$ cat src/rtl/port_alloc_scheduler.sv
// Write-port group allocator: round-robin start of free port groups, optional
// third-operand port reservation, and in-order tracking of outstanding memory ops.
module port_alloc_scheduler #(
  parameter int W_PORTS_NUM = 4,
  parameter int MEM_DEPTH   = 2
) (
  input  logic                           clk,
  input  logic                           rstn,
  input  logic                           instr_vld_i,
  input  logic [1:0]                     instr_class_i,
  input  logic                           op3_req_i,
  input  logic                           vrf_addr_vld_i,
  input  logic [W_PORTS_NUM-1:0]         dep_issue_i,
  input  logic [W_PORTS_NUM-1:0]         port_done_i,
  output logic                           instr_rdy_o,
  output logic [W_PORTS_NUM-1:0]         start_o,
  output logic [$clog2(W_PORTS_NUM)-1:0] alloc_port_o,
  output logic [$clog2(W_PORTS_NUM)-1:0] op3_port_sel_o,
  output logic                           op3_port_vld_o,
  output logic [$clog2(W_PORTS_NUM)-1:0] mem_driver_o,
  output logic                           mem_driver_vld_o,
  output logic                           mem_is_store_o,
  output logic                           all_idle_o
);

  localparam int PW  = $clog2(W_PORTS_NUM);
  localparam int MPW = (MEM_DEPTH > 1) ? $clog2(MEM_DEPTH) : 1;
  localparam int CW  = $clog2(MEM_DEPTH + 1);

  typedef enum logic [1:0] {
    CLS_ARITH  = 2'd0,
    CLS_STORE  = 2'd1,
    CLS_LOAD   = 2'd2,
    CLS_CONFIG = 2'd3
  } instr_class_e;

  typedef struct packed {
    logic [PW-1:0] port;
    logic          is_store;
  } mem_entry_t;

  logic [W_PORTS_NUM-1:0] busy_reg;
  logic [W_PORTS_NUM-1:0] rsv_reg;
  logic [W_PORTS_NUM-1:0] free_ports;
  logic [PW-1:0]          rr_ptr;

  logic [PW-1:0]          cand;
  logic                   cand_vld;
  logic [PW-1:0]          op3;
  logic                   op3_vld;

  instr_class_e           cls;
  logic                   is_cfg;
  logic                   is_mem;
  logic                   mem_ok;
  logic                   accept;
  logic                   alloc_go;
  logic                   op3_grant;

  mem_entry_t             fifo_mem [MEM_DEPTH];
  mem_entry_t             head;
  logic [MPW-1:0]         rd_ptr;
  logic [MPW-1:0]         wr_ptr;
  logic [CW-1:0]          mem_cnt;
  logic                   mem_empty;
  logic                   mem_full;
  logic                   mem_push;
  logic                   mem_pop;

  function automatic logic [MPW-1:0] ptr_inc(input logic [MPW-1:0] p);
    return (p == MPW'(MEM_DEPTH - 1)) ? '0 : p + MPW'(1);
  endfunction

  assign free_ports = ~(busy_reg | rsv_reg);
  assign all_idle_o = ((busy_reg | rsv_reg) == '0);

  // Round-robin candidate: first free port at or after rr_ptr.
  always_comb begin
    // NOTE: every combinational output gets a default first so no path can infer a latch.
    cand     = '0;
    cand_vld = 1'b0;
    for (int i = 0; i < W_PORTS_NUM; i++) begin
      if (!cand_vld && free_ports[rr_ptr + PW'(i)]) begin
        cand     = rr_ptr + PW'(i);
        cand_vld = 1'b1;
      end
    end
  end

  // Third-operand port: first free port after cand, never cand itself.
  always_comb begin
    op3     = '0;
    op3_vld = 1'b0;
    for (int i = 1; i < W_PORTS_NUM; i++) begin
      if (!op3_vld && free_ports[cand + PW'(i)]) begin
        op3     = cand + PW'(i);
        op3_vld = 1'b1;
      end
    end
  end

  assign cls       = instr_class_e'(instr_class_i);
  assign is_cfg    = (cls == CLS_CONFIG);
  assign is_mem    = (cls == CLS_STORE) || (cls == CLS_LOAD);
  assign head      = fifo_mem[rd_ptr];
  assign mem_empty = (mem_cnt == '0);
  assign mem_full  = (mem_cnt == CW'(MEM_DEPTH));

  // Loads and stores are never mixed in flight, so the head's class stands for the FIFO.
  assign mem_ok = !is_mem ||
                  (!mem_full && (mem_empty || (head.is_store == (cls == CLS_STORE))));

  always_comb begin
    if (is_cfg) begin
      instr_rdy_o = all_idle_o && mem_empty && (dep_issue_i == '0);
    end else begin
      instr_rdy_o = vrf_addr_vld_i && (dep_issue_i == '0) && cand_vld &&
                    (!op3_req_i || op3_vld) && mem_ok;
    end
  end

  assign accept    = instr_vld_i && instr_rdy_o;
  assign alloc_go  = accept && !is_cfg;
  assign op3_grant = alloc_go && op3_req_i;
  assign mem_push  = alloc_go && is_mem;
  assign mem_pop   = !mem_empty && port_done_i[head.port];

  assign start_o        = alloc_go ? (W_PORTS_NUM'(1) << cand) : '0;
  assign alloc_port_o   = alloc_go ? cand : '0;
  assign op3_port_sel_o = op3;
  assign op3_port_vld_o = op3_grant;

  assign mem_driver_vld_o = !mem_empty;
  assign mem_driver_o     = mem_empty ? '0 : head.port;
  assign mem_is_store_o   = mem_empty ? 1'b0 : head.is_store;

  // Starts only target free ports, so a set never collides with a done on the same bit.
  always_ff @(posedge clk) begin
    // NOTE: state registers use non-blocking assignments so every flop samples pre-edge values.
    if (!rstn) begin
      busy_reg <= '0;
      rsv_reg  <= '0;
      rr_ptr   <= '0;
    end else begin
      busy_reg <= (busy_reg & ~port_done_i) | start_o;
      rsv_reg  <= (rsv_reg & ~port_done_i) |
                  (op3_grant ? (W_PORTS_NUM'(1) << op3) : '0);
      if (alloc_go) begin
        rr_ptr <= cand + PW'(1);
      end
    end
  end

  always_ff @(posedge clk) begin
    if (!rstn) begin
      rd_ptr  <= '0;
      wr_ptr  <= '0;
      mem_cnt <= '0;
    end else begin
      if (mem_push) wr_ptr <= ptr_inc(wr_ptr);
      if (mem_pop)  rd_ptr <= ptr_inc(rd_ptr);
      case ({mem_push, mem_pop})
        2'b10:   mem_cnt <= mem_cnt + CW'(1);
        2'b01:   mem_cnt <= mem_cnt - CW'(1);
        default: mem_cnt <= mem_cnt;
      endcase
    end
  end

  // NOTE: FIFO storage is deliberately not reset; entries are only read while mem_cnt covers them.
  always_ff @(posedge clk) begin
    if (mem_push) begin
      fifo_mem[wr_ptr] <= '{port: cand, is_store: (cls == CLS_STORE)};
    end
  end

endmodule

$ cat config.mk
export PLATFORM = sky130hd
export DESIGN_NAME = port_alloc_scheduler
export DESIGN_NICKNAME = d
export VERILOG_FILES = /design/src/rtl/port_alloc_scheduler.sv
export SDC_FILE = /design/constraint.sdc
export NUM_CORES = 1
export LEC_CHECK = 0
export BUFFER_PORTS_ARGS = -buffer_cell sky130_fd_sc_hd__buf_2
export CAP_MARGIN = 20
export CORE_ASPECT_RATIO = 1.4
export CORE_MARGIN = 5
export CORE_UTILIZATION = 35
export CTS_BUF_LIST = sky130_fd_sc_hd__clkbuf_4 sky130_fd_sc_hd__clkbuf_8
export CTS_CLUSTER_SIZE = 16
export DETAILED_ROUTE_END_ITERATION = 6
export GPL_ROUTABILITY_DRIVEN = 0
export PLACE_DENSITY = 0.54
export SLEW_MARGIN = 20
export SYNTH_ARGS = -nofsm -noshare
export SYNTH_HDL_FRONTEND = slang
export SYNTH_SLANG_ARGS = --single-unit
$ cat constraint.sdc
create_clock -name clk -period 3.1 [get_ports clk]
set_input_delay 0.31 -clock clk [delete_from_list [all_inputs] [get_ports clk]]
set_output_delay 0.31 -clock clk [all_outputs]
set_load 0.1 [all_outputs]
; After elaboration in Yosys (flattened, before gate mapping)
; Memory sizes are Yosys's and may differ from the RTL's. A register that Yosys moved wholly into a read port is not among the register bits.
; Index checks and enable logic that the tools add are counted.
[totals]
regBits = 14
ram_bits = 6
out_inout_bits = 15
word_cells = 119
memories = 1
[op_classes]
addsub = 10
n_lt_le_gt_ge = 8
eq_ne = 7
shift = 2
muxes = 43
bitwise_logic = 7
reduce_logical = 35
[memory_table]
columns = name, words, width, rd, rd_ports_with_merged_regs, wr, line
row1 = fifo_mem, 2, 3, 1, 1, 1, 60  ; mem_entry_t fifo_mem [MEM_DEPTH];
[ops]
columns = operator, n
row1 = 2-bit by 3-bit less-than comparator with 1-bit output (second input constant), 8
row2 = 1-bit two-way mux, 23
row3 = 2-bit two-way mux, 9
row4 = 1-bit logical AND, 17
row5 = 1-bit binary-select mux with 2-bit select, 8
row6 = 4-bit OR, 3
row7 = 1-bit logical NOT, 10
row8 = 2-bit adder (second input constant), 4
row9 = 4-bit bitwise AND, 2
row10 = 2-bit == test (second input constant), 4
row11 = 4-bit logical NOT, 2
row12 = 4-bit two-way mux, 2
row13 = 4-bit NOT, 2
row14 = 1-bit by 2-bit left shift with 4-bit output (first input constant), 2
row15 = 2-bit by 1-bit adder with 2-bit output (second input constant), 3
row16 = 2-bit by 1-bit == test with 1-bit output (second input constant), 2
row17 = 1-bit logical OR, 4
row18 = 2-bit case mux with 2 select lines, 1
row19 = 1-bit adder (second input constant), 2
row20 = 2-bit logical NOT, 1
row21 = 2-bit nonzero test, 1
row22 = 2-bit by 1-bit subtractor with 2-bit output (second input constant), 1
row23 = 1-bit == test, 1

; Longest topological paths before layout
; Gate-level depths: netlist of run 1.
[logic_depth]
depth_word = 33
mapped_depth = 12
depth_no_buf = 11

; Worst setup path after synthesis of run 1
; No wires, ideal clock.
[synth_path]
kind = reg-to-output
startpoint = register rsv_reg[0]
endpoint = output port instr_rdy_o
arrival_ns = 4.129
t_required_ns = 2.790
setup_slack_ns = -1.339
path_stages_with_launch = 6
n_path_buf = 1
path_cell_list = dfxtp_1 > or2_2 > clkbuf_1 > nor3_1 > nand4_1 > o21ai_0
[synth_via]
elab_cells_between_ends = 48
[synth_lines]
columns = item, line
row1 = start: declaration, 43  ; logic [W_PORTS_NUM-1:0] rsv_reg;
row2 = start signal: assignment, 146  ; rsv_reg <= (rsv_reg & ~port_done_i) |
row3 = 4-bit OR, 75  ; assign all_idle_o = ((busy_reg | rsv_reg) == '0);
row4 = 4-bit logical NOT, 75
row5 = via all_idle_o, 23  ; output logic all_idle_o
row6 = 1-bit logical AND (2 in a row), 115  ; instr_rdy_o = all_idle_o && mem_empty && (dep_issue_i == '0);
row7 = 1-bit two-way mux, 114  ; if (is_cfg) begin
row8 = end: declaration, 15  ; output logic instr_rdy_o,
; The timed path passes the listed nets, and every way through them passes these cells. The select of a mux whose other input is x is not followed.

; Final worst setup path of run 1
[layout_path]
startpoint = register rsv_reg[2]
endpoint = output port op3_port_sel_o[0]
[layout_via]
elab_chain_cells = 24
elab_cells_between_ends = 41
[layout_lines]
columns = item, line
row1 = 4-bit OR (*), 74  ; assign free_ports = ~(busy_reg | rsv_reg);
row2 = 4-bit NOT (*), 74
row3 = 1-bit binary-select mux with 2-bit select, 83  ; if (!cand_vld && free_ports[rr_ptr + PW'(i)]) begin
row4 = 1-bit two-way mux (implied by the code), 83
row5 = 1-bit two-way mux, 83
row6 = 1-bit logical NOT, 83
row7 = 1-bit logical AND, 83
row8 = 1-bit two-way mux, 83
row9 = [... 6 more ...], n/a
row10 = via cand[1], 47  ; logic [PW-1:0] cand;
row11 = [... 2 more ...], n/a
row12 = 1-bit two-way mux (implied by the code), 95  ; if (!op3_vld && free_ports[cand + PW'(i)]) begin
row13 = 1-bit two-way mux, 95
row14 = 1-bit logical NOT, 95
row15 = 1-bit logical AND, 95
row16 = 1-bit two-way mux, 95
row17 = 1-bit logical NOT, 95
row18 = 1-bit logical AND, 95
row19 = 2-bit two-way mux (*), 95
row20 = end: declaration, 18  ; output logic [$clog2(W_PORTS_NUM)-1:0] op3_port_sel_o,
; Mark *: on every way through the listed nets, which the timed path passes. The rest lies on a longest branch. The select of a mux whose other input is x is not followed.

==> impl_metrics.py, run 1 <==
metrics = {
    "run_status": {
        "status": "complete, no violations",
    },
    "routing": {
        "avgRoutedWirePerCell_um": 17.00,
        "drc": 0,
        "vias_per_cell": 5.683,
        "drtAntennaViolNets": 0,
        "drt_iter0_drc": 76,
        "finalWirelength_mm": 4.130,
        "detail_route.first_pass.iterations": 4,
        "vias": 1381,
    },
    "critical_path": {
        "critPathKind": "register to output port",
        "worstPathMaxFanout": 9,
        "crit_arrival_ns": 2.62,
        "crit_slowest_cell": "dfxtp_1",
        "slowest_delay_ns": 0.43,
        "end_kind": "output port",
        "path_cells": "or2_1, a21oi_1, o22ai_2, inv_1, ha_4, o32ai_2, a221oi_4, buf_12",
        "critPathTopFamily": "compound AO/OA/AOI/OAI gates",
        "worstPathRequired_ns": 2.79,
        "crit_path_start_kind": "register",
        "path_buf_inv": 2,
    },
    "yosys": {
        "async_flop_share_pct": 0,
        "syn_avg_cell_area_um2": 8.714,
        "ys_warn_count": 0,
        "netlist_top_cells_count": "20 x nor2_1, 15 x dfxtp_1, 12 x o21ai_0",
        "synth_nets": 192,
        "synth_top_family_by_area": "simple AND/OR/NAND/NOR gates",
        "synth_top_cell_by_area": "dfxtp_1",
        "synth_area_um2": 1481,
        "synth_xor_area_share_pct": 2.365,
        "synth_top_area_share_pct": 20.27,
        "ys_top_cells_by_area": "dfxtp_1 20%, edfxtp_1 12%, ha_1 5.9%",
        "syn_inst": 170,
        "synth.most_common_cell": "nor2_1",
        "synth.area.mux_share_pct": 4.899,
        "yosysSeqAreaShare_pct": 32.43,
        "synth-compound-area-share_pct": 21.96,
        "yosys.area_share.adder_pct": 6.588,
        "synth_edf_count": 6,
        "synth-seq-cells": 21,
        "synth.distinct_cells": 59,
        "synthFlopType": "dfxtp_1",
        "yosys.area_share.simple_pct": 24.83,
    },
    "sta": {
        "period_needed_ns": 2.926,
        "period_share_pct": 94.40,
        "max-slew-margin-rel_pct": 67.71,
        "fmax_ghz": 0.3417,
        "worst_pin_slew_ns": 0.4877,
        "finalHoldViolations": 0,
        "finalClockSkew_ns": 0.004073,
        "rsz0062_at_grt": "false",
        "slew_viol_final": 0,
        "setup_viol": 0,
        "tns_ns": 0,
    },
    "clock_tree": {
        "postCtsSetupBuffers": 0,
        "clkSlewWorstSetupHoldPaths_ns": 0.08,
        "cts_max_level": 1,
        "worstSkewPairLatency_ns": 0.26,
        "clock_sinks": 21,
        "cts_made_buffers": 3,
        "ctsLongestPathBuffers": 2,
        "cts_hold_buf": 0,
        "cts-root-buf": "clkbuf_8",
        "cts_tree": "yes",
    },
    "grt": {
        "gr-total-overflow": 0,
        "grt.met2_usage_pct": 30.45,
        "grt_pass1_wl_mm": 6.886,
        "grt_max_degree": 14,
        "grt_pass1_vias": 1439,
        "antenna_found_initial": 0,
        "grt.met1_usage_pct": 16.80,
        "track_usage_pct": 15.45,
        "grt.busiest_layer": "met2",
        "grt_use_met3_pct": 1.163,
    },
    "floorplan": {
        "io-pin-count": 30,
        "die_h_um": 86.98,
        "start_util_pct": 35.53,
        "rows": 28,
        "die_area_um2": 5652,
        "die_w_um": 64.99,
        "coreArea_um2": 4169,
    },
    "pwr": {
        "p_int_uw": 399.1,
        "combPwrFrac_pct": 13.5,
        "seqPwrFrac_pct": 52.6,
        "p_clk_share_pct": 33.9,
        "switching_power_uw": 140.2,
        "powerDensity_nw_per_um2": 286.2,
        "vdd_drop_max_v": 0.0001083,
        "p_leak_nw": 0.7748,
        "netSwitchingFraction_pct": 26.00,
    },
    "final_layout": {
        "syn_to_final_growth_pct": 27.20,
        "fin_nets": 221,
        "diodes": 0,
        "largest_reg_flops": 6,
        "final-instance-count-excl-fill": 243,
        "layout-drive-gt1-share_pct": 27.27,
    },
    "place": {
        "io_buffers": 29,
        "dpl.hpwl_mm": 3.320,
        "dp_cells": 239,
    },
    "run": {
        "cap_violations": 0,
    },
    "hold_path": {
        "min_path_type": "input pin to register",
    },
}
==> cell families (layout without fill, tap and decap cells) <==
group,count (synthesis),count (layout)
adders and majority gates,8,8
and+or+nand+nor,67,67
xor gates and xnor gates,4,4
buffers and inverters,19,47
AOI/OAI and AO/OA,45,45
muxes,6,6
DFF,21,21
==> final timing paths <==
path              startpoint                end  slack (ns)  cells past startpoint
setup / recovery  rsv_reg[2]  op3_port_sel_o[0]        0.17                      8
hold / removal          rstn        busy_reg[1]        0.38                      2
hold reg to reg       wr_ptr             wr_ptr        0.49                      2
setup reg to reg  rsv_reg[1]         mem_cnt[1]        0.36                      9
==> per-layer routing <==
metal | vias up | share of wire (%)
met5 | - | 0
met4 | 0 | 1.7
met3 | 9 | 4.0
met2 | 50 | 55
met1 | 649 | 39
li1 | 673 | -
==> cell type report <==
type / count / area [µm²]
multi-input cells: 130 / 960.9
clock inverters: 1 / 5.005
repair buffers: 35 / 310.3
fillers: 419 / 2285
clock buffers: 3 / 41.29
flip-flops and latches: 21 / 480.5
inverters: 8 / 30.03
well taps: 45 / 56.30
==> placed cells by master (no fill, tap or decap), types with 6 or more instances in the layout <==
| cell type | Yosys | layout |
|---|---|---|
| and2_1 | 8 | 8 |
| buf_12 | 0 | 8 |
| buf_2 | 3 | 21 |
| buf_4 | 1 | 6 |
| dfxtp_1 | 15 | 15 |
| edfxtp_1 | 6 | 6 |
| ha_1 | 7 | 6 |
| inv_1 | 6 | 6 |
| nand2_1 | 6 | 6 |
| nor2_1 | 20 | 20 |
| o21ai_0 | 12 | 11 |
==> power by group through the flow <==
| stage | combinational (mW) | sequential, mW | clock, mW |
|---|---|---|---|
| 6_report | 0.0729 | 0.283 | 0.183 |
| 2_1_floorplan | 0.0482 | 0.289 | 0 |
| 3_3_place_gp | 0.0704 | 0.290 | 0 |
| 3_5_place_dp | 0.0717 | 0.290 | 0 |
| 5_1_grt | 0.0788 | 0.284 | 0.197 |
| 4_1_cts | 0.0730 | 0.283 | 0.185 |
==> metrics by stage <==
step	utilization (%)	worst slack, ns	hold slack [ns]	cell area (µm²)	power, mW
6_report	45.20	0.1737	0.3792	1884	0.5393
5_1_grt	45.20	0.01900	0.3933	1884	0.5594
4_1_cts	44.72	0.06581	0.3830	1864	0.5412
3_5_place_dp	43.31	0.2611	0.4749	1805	0.3616
3_3_place_gp	43.31	0.3577	0.4635	1805	0.3602
2_1_floorplan	-	0.07415	0.4514	1511	0.3376
==> repair_timing <==
action / 4_1_cts / 5_1_grt
pin swaps: 0 / 0
cloned: 0 / 0
setup endpoints to repair: 1 / 1
gates resized for setup: 2 / 3
Note: power is estimated with default switching activity, not from simulation.
==> run 2, diff against run 1 <==
- clock period: 3.1 -> 3.45 ns (I/O delays scaled with it)
==> run 2 against run 1 <==
  * Worst setup slack improved by 0.087 ns
  * Wire length decreased by 4.0%
  * Critical endpoint unchanged
  * Via count increased by 1.2%
  * Sequential share of layout area increased by 2.5 points
==> impl_metrics.py, run 2 (synthesis results as in run 1) <==
metrics = {
    "run_status": {
        "status": "complete, no violations",
    },
    "grt": {
        "grt_pass1_vias": 1329,
        "grt.busiest_layer": "met2",
        "grt.met1_usage_pct": 16.10,
        "track_usage_pct": 14.57,
        "grt.met2_usage_pct": 27.00,
        "grt_use_met3_pct": 2.196,
        "antenna_found_initial": 0,
        "grt_pass1_wl_mm": 6.375,
        "grt_max_degree": 16,
        "gr-total-overflow": 0,
    },
    "final_layout": {
        "largest_reg_flops": 6,
        "layout-drive-gt1-share_pct": 24.10,
        "final-instance-count-excl-fill": 240,
        "utilization_pct": 41.15,
        "syn_to_final_growth_pct": 15.79,
        "layout_common_cells": "28 x buf_2, 20 x nor2_1, 15 x dfxtp_1, 12 x o21ai_0, 8 x and2_1",
        "diodes": 0,
        "fin_nets": 218,
        "layout_commonest_cell": "buf_2",
    },
    "routing": {
        "drt_iter0_drc": 95,
        "detail_route.first_pass.iterations": 4,
        "avgRoutedWirePerCell_um": 16.52,
        "finalWirelength_mm": 3.964,
        "drtAntennaViolNets": 0,
        "vias_per_cell": 5.825,
        "drc": 0,
        "vias": 1398,
    },
    "floorplan": {
        "start_util_pct": 35.53,
        "die_area_um2": 5652,
        "die_w_um": 64.99,
        "rows": 28,
        "coreArea_um2": 4169,
        "die_h_um": 86.98,
        "io-pin-count": 30,
    },
    "sta": {
        "rsz0062_at_grt": "false",
        "period_needed_ns": 3.189,
        "worst_pin_slew_ns": 0.6754,
        "setup_viol": 0,
        "finalHoldViolations": 0,
        "max-slew-margin-rel_pct": 54.81,
        "slew_viol_final": 0,
        "tns_ns": 0,
        "fmax_ghz": 0.3136,
        "finalClockSkew_ns": 0.001908,
        "period_share_pct": 92.43,
        "setup_ws_ns": 0.2610,
    },
    "pwr": {
        "vdd_drop_max_v": 0.0001009,
        "p_leak_nw": 0.7325,
        "powerDensity_nw_per_um2": 283.7,
    },
    "critical_path": {
        "end_kind": "output port",
        "worstPathRequired_ns": 3.11,
        "r2r-end": "mem_cnt[1]",
        "r2r-start": "rsv_reg[0]",
        "critPathKind": "register to output port",
        "worstPathMaxFanout": 8,
        "crit_path_start_kind": "register",
        "crit_arrival_ns": 2.84,
        "rrSetupSlack_ns": 0.59,
        "r2r_cells": 9,
    },
    "place": {
        "dpl.hpwl_mm": 3.119,
        "dp_cells": 236,
        "io_buffers": 29,
        "pre_cts_ws_ns": 0.4305,
    },
    "clock_tree": {
        "worstSkewPairLatency_ns": 0.27,
        "cts_tree": "yes",
        "cts_max_level": 1,
        "ctsLongestPathBuffers": 2,
        "postCtsSetupBuffers": 0,
        "cts_hold_buf": 0,
        "cts-resized-gates": 0,
        "cts-root-buf": "clkbuf_8",
        "cts_made_buffers": 3,
        "clkSlewWorstSetupHoldPaths_ns": 0.08,
        "clock_sinks": 21,
    },
    "hold_path": {
        "min_path_type": "input pin to register",
        "hold_path_end": "busy_reg[3]",
        "worst_hold_startpoint": "rstn",
        "whs_path_depth": 2,
    },
    "run": {
        "cap_violations": 0,
    },
}
-- run 2: layout make-up --
cell class / count / area (µm²)
Inverter: 8 / 30.03
Tap cell: 45 / 56.30
Multi-Input combinational cell: 130 / 917.1
Clock buffer: 3 / 41.29
Fill cell: 427 / 2454
Timing Repair Buffer: 32 / 182.7
Clock inverter: 1 / 7.507
Sequential cell: 21 / 480.5
-- run 2: power by group --
| group | internal (mW) | switching, mW |
|---|---|---|
| sequential | 0.254 | 0.00115 |
| combinational | 0.0210 | 0.0392 |
| clock | 0.0818 | 0.0900 |
| total | 0.356 | 0.130 |
-- run 2: how the worst max path moves through the flow --
stage,slack (ns),start,depth (start not counted),to
3_3_place_gp,0.49,rsv_reg[0],9,op3_port_sel_o[0]
2_1_floorplan,-0.11,rsv_reg[0],5,instr_rdy_o
6_report,0.26,rsv_reg[0],9,op3_port_sel_o[0]
5_1_grt,0.05,rsv_reg[0],9,op3_port_sel_o[0]
4_1_cts,0.12,rsv_reg[1],7,op3_port_sel_o[0]
3_5_place_dp,0.43,rsv_reg[1],7,op3_port_sel_o[0]
-- run 2: routing by layer --
metal / vias to the layer above / wire length [µm]
met5: - / 0
li1: 666 / -
met1: 670 / 1571
met2: 50 / 2120
met4: 0 / 93
met3: 12 / 178
-- run 2: through the flow --
stage	total power [mW]	instance area (µm²)	hold slack (ns)
after global placement	0.3197	1659	0.4611
after CTS	0.4938	1708	0.4052
final	0.4866	1715	0.4100
after detailed placement	0.3208	1659	0.4777
after global routing	0.5087	1715	0.4149
after floorplan	0.3022	1493	0.4514
-- run 2: worst max-delay path: stages, from the launching register on --
cell and delay, ns:
dfxtp_1 0.33, or3b_1 0.43, o21ai_0 0.10, a21oi_1 0.08, o22ai_1 0.27, inv_1 0.17
ha_2 0.47, o32ai_1 0.13, a221oi_2 0.36, buf_12 0.23
